### config.mk
export PLATFORM = sky130hd
export DESIGN_NAME = rd_req_arbiter
export DESIGN_NICKNAME = d
export VERILOG_FILES = /design/src/rtl/rd_req_arbiter_pkg.sv /design/src/rtl/rd_credit_counter.sv /design/src/rtl/rd_req_arbiter.sv
export SDC_FILE = /design/constraint.sdc
export NUM_CORES = 1
export LEC_CHECK = 0
export ABC_AREA = 1
export CAP_MARGIN = 10
export CORE_AREA = 3 3 166 135
export DETAILED_ROUTE_END_ITERATION = 7
export DIE_AREA = 0 0 169 138
export GPL_TIMING_DRIVEN = 0
export PLACE_DENSITY_LB_ADDON = 0.08
export SETUP_SLACK_MARGIN = 0.3
export SLEW_MARGIN = 0
export SYNTH_ARGS = -nofsm -noshare
export SYNTH_HDL_FRONTEND = slang
export SYNTH_SLANG_ARGS = --single-unit
### constraint.sdc
create_clock -name clk -period 3.6 [get_ports clk]
set_clock_uncertainty 0.2 [all_clocks]
set_input_delay 0.72 -clock clk [delete_from_list [all_inputs] [get_ports clk]]
set_output_delay 0.72 -clock clk [all_outputs]
set_load 0.02 [all_outputs]
### src/rtl/rd_req_arbiter_pkg.sv
// Shared read-path constants and types for the host read-request channel.
// Imported by the arbiter and its counter.
package rd_req_arbiter_pkg;

  localparam int READ_RESP_FIFO_DEPTH = 512;

  localparam logic [15:0] READ_CTRL_MDATA = 16'h0001;
  localparam logic [15:0] READ_RUN_MDATA  = 16'h0002;

  typedef enum logic {
    SRC_CTRL,
    SRC_RUN
  } e_rd_req_src;

endpackage

### src/rtl/rd_credit_counter.sv
// Saturating up/down counter used for credits and in-flight reads.
// err pulses when an inc at MAX or a dec at zero is absorbed.
module rd_credit_counter
  import rd_req_arbiter_pkg::*;
#(
  parameter int           W    = 10,
  parameter logic [W-1:0] INIT = '0,
  parameter logic [W-1:0] MAX  = '1
) (
  input  logic         clk,
  input  logic         reset,
  input  logic         inc,
  input  logic         dec,
  output logic [W-1:0] count,
  output logic         err
);

  logic [W-1:0] count_nxt;

  always_comb begin
    count_nxt = count;
    err       = 1'b0;
    if (inc && !dec) begin
      if (count == MAX) err = 1'b1;
      else count_nxt = count + W'(1);
    end else if (dec && !inc) begin
      if (count == '0) err = 1'b1;
      else count_nxt = count - W'(1);
    end
  end

  always_ff @(posedge clk) begin
    if (reset) count <= INIT;
    else       count <= count_nxt;
  end

endmodule

### src/rtl/rd_req_arbiter.sv
// Round-robin CTRL/RUN arbiter for the c0Tx read channel with exact
// credit flow control against the read response FIFO.
module rd_req_arbiter
  import rd_req_arbiter_pkg::*;
#(
  parameter int RESP_FIFO_DEPTH      = READ_RESP_FIFO_DEPTH,
  parameter int CTRL_MAX_OUTSTANDING = 1,
  parameter int CL_ADDR_W            = 42,
  parameter int MDATA_W              = 16
) (
  input  logic                  clk,
  input  logic                  reset,
  input  logic                  run_enable,
  input  logic                  ctrl_req_valid,
  input  logic [CL_ADDR_W-1:0]  ctrl_req_addr,
  output logic                  ctrl_req_ready,
  input  logic                  run_req_valid,
  input  logic [CL_ADDR_W-1:0]  run_req_addr,
  output logic                  run_req_ready,
  input  logic                  tx_alm_full,
  input  logic                  rx_rsp_valid,
  input  logic [MDATA_W-1:0]    rx_rsp_mdata,
  input  logic                  fifo_pop,
  output logic                  req_valid,
  output logic [CL_ADDR_W-1:0]  req_addr,
  output logic [MDATA_W-1:0]    req_mdata,
  output logic [$clog2(RESP_FIFO_DEPTH+1)-1:0]      run_credits,
  output logic [$clog2(CTRL_MAX_OUTSTANDING+1)-1:0] ctrl_outstanding,
  output logic [31:0]           run_outstanding,
  output logic [1:0]            err_sticky
);

  localparam int CREDIT_W = $clog2(RESP_FIFO_DEPTH+1);
  localparam int CTRL_W   = $clog2(CTRL_MAX_OUTSTANDING+1);

  localparam logic [CREDIT_W-1:0] CREDIT_MAX = CREDIT_W'(RESP_FIFO_DEPTH);
  localparam logic [CTRL_W-1:0]   CTRL_MAX   = CTRL_W'(CTRL_MAX_OUTSTANDING);
  localparam logic [MDATA_W-1:0]  CTRL_MD    = MDATA_W'(READ_CTRL_MDATA);
  localparam logic [MDATA_W-1:0]  RUN_MD     = MDATA_W'(READ_RUN_MDATA);

  e_rd_req_src last_grant;

  logic ctrl_elig;
  logic run_elig;
  logic ctrl_grant;
  logic run_grant;
  logic ctrl_rsp;
  logic run_rsp;
  logic credit_err;
  logic ctrl_err;
  logic run_err;

  assign ctrl_elig = ctrl_req_valid && !tx_alm_full &&
                     (ctrl_outstanding < CTRL_MAX);
  assign run_elig  = run_req_valid && run_enable && !tx_alm_full &&
                     (run_credits != '0);

  // On a tie, the requester that did not win last time goes first.
  assign ctrl_grant = ctrl_elig && (!run_elig || last_grant == SRC_RUN);
  assign run_grant  = run_elig && (!ctrl_elig || last_grant == SRC_CTRL);

  assign ctrl_req_ready = ctrl_grant;
  assign run_req_ready  = run_grant;

  assign ctrl_rsp = rx_rsp_valid && (rx_rsp_mdata == CTRL_MD);
  assign run_rsp  = rx_rsp_valid && (rx_rsp_mdata == RUN_MD);

  always_ff @(posedge clk) begin
    if (reset) begin
      last_grant <= SRC_RUN;
      req_valid  <= 1'b0;
      req_addr   <= '0;
      req_mdata  <= '0;
      err_sticky <= '0;
    end else begin
      req_valid  <= ctrl_grant || run_grant;
      err_sticky <= err_sticky | {ctrl_err || run_err, credit_err};
      if (ctrl_grant) begin
        last_grant <= SRC_CTRL;
        req_addr   <= ctrl_req_addr;
        req_mdata  <= CTRL_MD;
      end else if (run_grant) begin
        last_grant <= SRC_RUN;
        req_addr   <= run_req_addr;
        req_mdata  <= RUN_MD;
      end
    end
  end

  rd_credit_counter #(
    .W    (CREDIT_W),
    .INIT (CREDIT_MAX),
    .MAX  (CREDIT_MAX)
  ) u_run_credits (
    .clk   (clk),
    .reset (reset),
    .inc   (fifo_pop),
    .dec   (run_grant),
    .count (run_credits),
    .err   (credit_err)
  );

  rd_credit_counter #(
    .W    (CTRL_W),
    .INIT ('0),
    .MAX  ('1)
  ) u_ctrl_outstanding (
    .clk   (clk),
    .reset (reset),
    .inc   (ctrl_grant),
    .dec   (ctrl_rsp),
    .count (ctrl_outstanding),
    .err   (ctrl_err)
  );

  rd_credit_counter #(
    .W    (32),
    .INIT ('0),
    .MAX  ('1)
  ) u_run_outstanding (
    .clk   (clk),
    .reset (reset),
    .inc   (run_grant),
    .dec   (run_rsp),
    .count (run_outstanding),
    .err   (run_err)
  );

endmodule
==> impl_metrics.csv <==
group,metric,value,unit
floorplanning,die_h,138,um
finish,layout-drive-gt1-share,0.227,
yosys,synthesis.area,6220,um^2
yosys,yosys_warnings,0,
floorplanning,die-area,23300,um^2
global_route,antenna_found_initial,0,
sta,setup_viol,0,
hold_path,hold_path_startpoint,"req_mdata[1]",
drt,drc_errors,0,
global_route,gr-total-overflow,0,
place,place_inst,1436,
drt,drt.antenna.violating_nets,0,
cts,clock_latency,0.35,ns
place,place_hpwl,18200,um
floorplanning,fp.coreArea,20800,um^2
yosys,synthDominantCellAreaShare,0.293,
place,dpl-instance-area,8630,um^2
floorplanning,rows,47,
cts,clock_path_buffers,2,
drt,routed_wl,24400,um
critical_path,critPathKind,"primary input to flip-flop",
cts,cts_tree,"yes",
power_and_ir_drop,ir_worst_vdd,238,uV
hold_path,hold_path_depth,2,
yosys,synthTopCellsByArea,"dfxtp_1 (29%), nand2_1 (15%), ha_1 (8.0%)",
drt,vias,7238,
sta,tightest_slew,0.528,ns
critical_path,ff2ff_setup_slack,0.51,ns
run_status,outcome,"complete, no violations",
finish,fin_area,10200,um^2
drt,top_layer_used,"met4",
floorplanning,fp.dieW,169,um
power_and_ir_drop,power.density,405,nW/um^2
yosys,avgSynthCellArea,6.51,um^2
cts,cts_root_buffer,"clkbuf_16",
cts,clk_pin_slew,0.07,ns
yosys,yosysTopAreaCell,"dfxtp_1",
finish,final_util,0.493,
sta,hold-worst-slack,0.269,ns
sta,fin_crit,3.15,ns
yosys,ys_ff_latch,91,
drt,drt-initial-drc-count,401,
power_and_ir_drop,p_leak,4.41,nW
finish,antenna_cells,0,
critical_path,crit_top_cell,"nand2_1",
drt,vias_per_cell,4.84,
global_route,grt_util_all_layers,0.203,
sta,final.period_utilization,0.876,
finish,area_delta_synth_final,64.3,%
place,gp_congestion,0.923,
floorplanning,start_util,0.300,
global_route,grt_pass1_wl,37900,um
finish,nets,1371,
critical_path,cp-start-kind,"primary input",
cts,cts-buffers-inserted,9,
yosys,syn-instance-count,956,
critical_path,cp.required,3.63,ns
drt,met1_length,12100,um
finish,finalNonFillerCells,1494,
drt,wire_per_inst,16.3,um
critical_path,crit_chain,"dlygate4sd2_1, or2_4, nor2_4, nand2_4, nor2_4, nor2_8, clkinvlp_4, buf_12, ha_4, nand2_1, nand2_1, o21bai_2, inv_1, o21ai_2, buf_4, nand2_1, nand3_2, xnor2_2, a21oi_1",
sta,grt_setup_unrepaired,"yes",
drt,dr_wl_met3,1420,um
global_route,grt_max_degree,16,
power_and_ir_drop,total_power,4.14,mW
sta,fmax,0.317,GHz
job,max-cap-violations,0,
sta,hold_viol,0,
place,port-buffer-count,198,
sta,relSlewSlack,0.648,
floorplanning,io_pins,214,
drt,dr.pass1.iters,5,
sta,slew_violations,0,
critical_path,reg2reg_from,"u_ctrl_outstanding.count",
critical_path,arrival,3.18,ns
cts,clock-sinks,91,
critical_path,reg2regPathDepth,19,
global_route,grt_pass1_vias,6813,
critical_path,cpPeakStageDelay,0.25,ns
critical_path,end_kind,"flip-flop",
yosys,yosysSeqAreaShare,0.293,
cts,h-tree-depth,3,
hold_path,min_to,"req_mdata[1]",
hold_path,hold_path_class,"flip-flop to flip-flop",
critical_path,r2r_end,"u_run_outstanding.count[26]",
yosys,synth_cell_type_count,43,
critical_path,critPathMaxFanout,8,
critical_path,cpMaxStageDelayCell,"or2_4",
drt,routed-wl-met2,10700,um
[Yosys cell counts]
library cell  count
a21o_1            3
a21oi_1          76
a31oi_1          24
and2_1            2
buf_1             1
buf_2             9
buf_4            21
buf_6             3
clkbuf_1          9
clkinv_1          2
clkinv_2          1
conb_1            1
dfxtp_1          91
fa_1              2
ha_1             40
inv_1            74
inv_2             3
nand2_1         254
nand2_2           2
nand2_4           3
nand2b_1          1
nand3_1          48
nand3_2           2
nand3b_1          6
nand4_1          10
nor2_1          122
nor2_2            1
nor2_4            2
nor2_8            1
nor3_1           12
nor4_1            3
o211a_1           1
o211ai_1          1
o21a_1            1
o21ai_0          84
o21ai_1           6
o21ai_2           1
o21bai_1          6
or2_1             1
or2_2             2
or2_4             1
xnor2_1          19
xor2_1            4
[how the worst max path moves through the flow]
stage / from / to / slack [ns]
floorplan: tx_alm_full / u_run_outstanding.count[13] / 0.11
global placement: tx_alm_full / u_run_outstanding.count[30] / -1.19
detailed placement: tx_alm_full / u_run_outstanding.count[30] / -1.16
CTS: rx_rsp_mdata[3] / u_run_outstanding.count[30] / 0.26
global route: u_run_credits.count[0] / u_run_credits.count[8] / 0.25
finish: rx_rsp_mdata[2] / u_run_outstanding.count[21] / 0.45
[placed cells by master, fill, tap and decap left out, types with 4 or more instances in the layout]
| cell type | n |
|---|---|
| dlymetal6s2s_1 | 16 |
| o21ai_0 | 74 |
| clkbuf_1 | 8 |
| nand2_4 | 16 |
| dfxtp_2 | 4 |
| nor3_2 | 6 |
| nand2_1 | 203 |
| a21oi_4 | 9 |
| ha_1 | 16 |
| a21oi_2 | 20 |
| nand3b_1 | 6 |
| nor2_4 | 7 |
| nor2_2 | 17 |
| o21ai_2 | 4 |
| xor2_1 | 4 |
| nand4_1 | 10 |
| dfxtp_1 | 86 |
| nand2_2 | 40 |
| inv_1 | 69 |
| or2_4 | 4 |
| xnor2_1 | 18 |
| buf_2 | 8 |
| a21oi_1 | 47 |
| o21ai_1 | 10 |
| clkdlybuf4s50_1 | 175 |
| ha_4 | 22 |
| nand3_2 | 10 |
| conb_1 | 14 |
| clkinvlp_4 | 4 |
| o21bai_1 | 4 |
| nor3_1 | 6 |
| nor2_1 | 101 |
| a31oi_1 | 24 |
| buf_4 | 60 |
| nand3_1 | 40 |
| inv_2 | 7 |
| clkbuf_16 | 9 |
[state kept, by name, summed over array words and instances, names as in the netlist]
| signal | count |
|---|---|
| req_addr | 42 |
| u_run_outstanding.count | 32 |
| u_run_credits.count | 10 |
| err_sticky | 2 |
| req_mdata | 2 |
| last_grant | 1 |
| req_valid | 1 |
| u_ctrl_outstanding.count | 1 |
[report_power, final]
group          leakage [nW]  switching, mW  internal, mW
logic                  3.52           1.05         0.851
registers             0.748         0.0989          1.10
clock network         0.148          0.444         0.607
[per-stage QoR]
step / TNS [ns] / worst slack, ns
2_1_floorplan: 0 / 0.115
3_3_place_gp: -27.30 / -1.19
3_5_place_dp: -26.57 / -1.16
4_1_cts: 0 / 0.255
5_1_grt: 0 / 0.248
6_report: 0 / 0.446
[critical path: cells and delay by family]
family	cells	cell delay, ns
AOI/OAI and AO/OA	3	0.36
xor gates and xnor gates	1	0.16
and+or+nand+nor	9	0.95
adders and majority gates	1	0.24
buffers and inverters	5	0.77
[repair_timing]
action | in CTS | in global routing
setup endpoints to repair | 35 | 28
resized for setup | 155 | 84
pin swaps | 54 | 44
hold buffers | 0 | 0
setup buffers | 33 | 8
cloned | 2 | 0
[cell families after synthesis]
logic type               share of synthesized area
buffers and inverters                       0.0925
other                                     0.000602
flip-flops                                   0.293
XOR/XNOR                                    0.0324
AND/OR/NAND/NOR                              0.321
adder cells (fa/ha/maj)                     0.0868
AO/OA/AOI/OAI                                0.174
[metal layers]
layer  GRT usage  up-vias
met5           0        -
met4      0.0303        0
met3      0.0337       15
met2       0.311      206
met1       0.304     3352
li1            -     3665
[cell type report]
class                           instances  area [um^2]
Buffer                                 43          282
Clock buffer                            9          225
Clock inverter                          6         88.8
Fill cell                            2049        10500
Inverter                               80          305
Multi-Input combinational cell        755         4780
Sequential cell                        91         1830
Tap cell                              269          337
Timing Repair Buffer                  240         2370
Timing Repair inverter                  1         7.51
No activity file was read; power rests on OpenSTA's default activity.
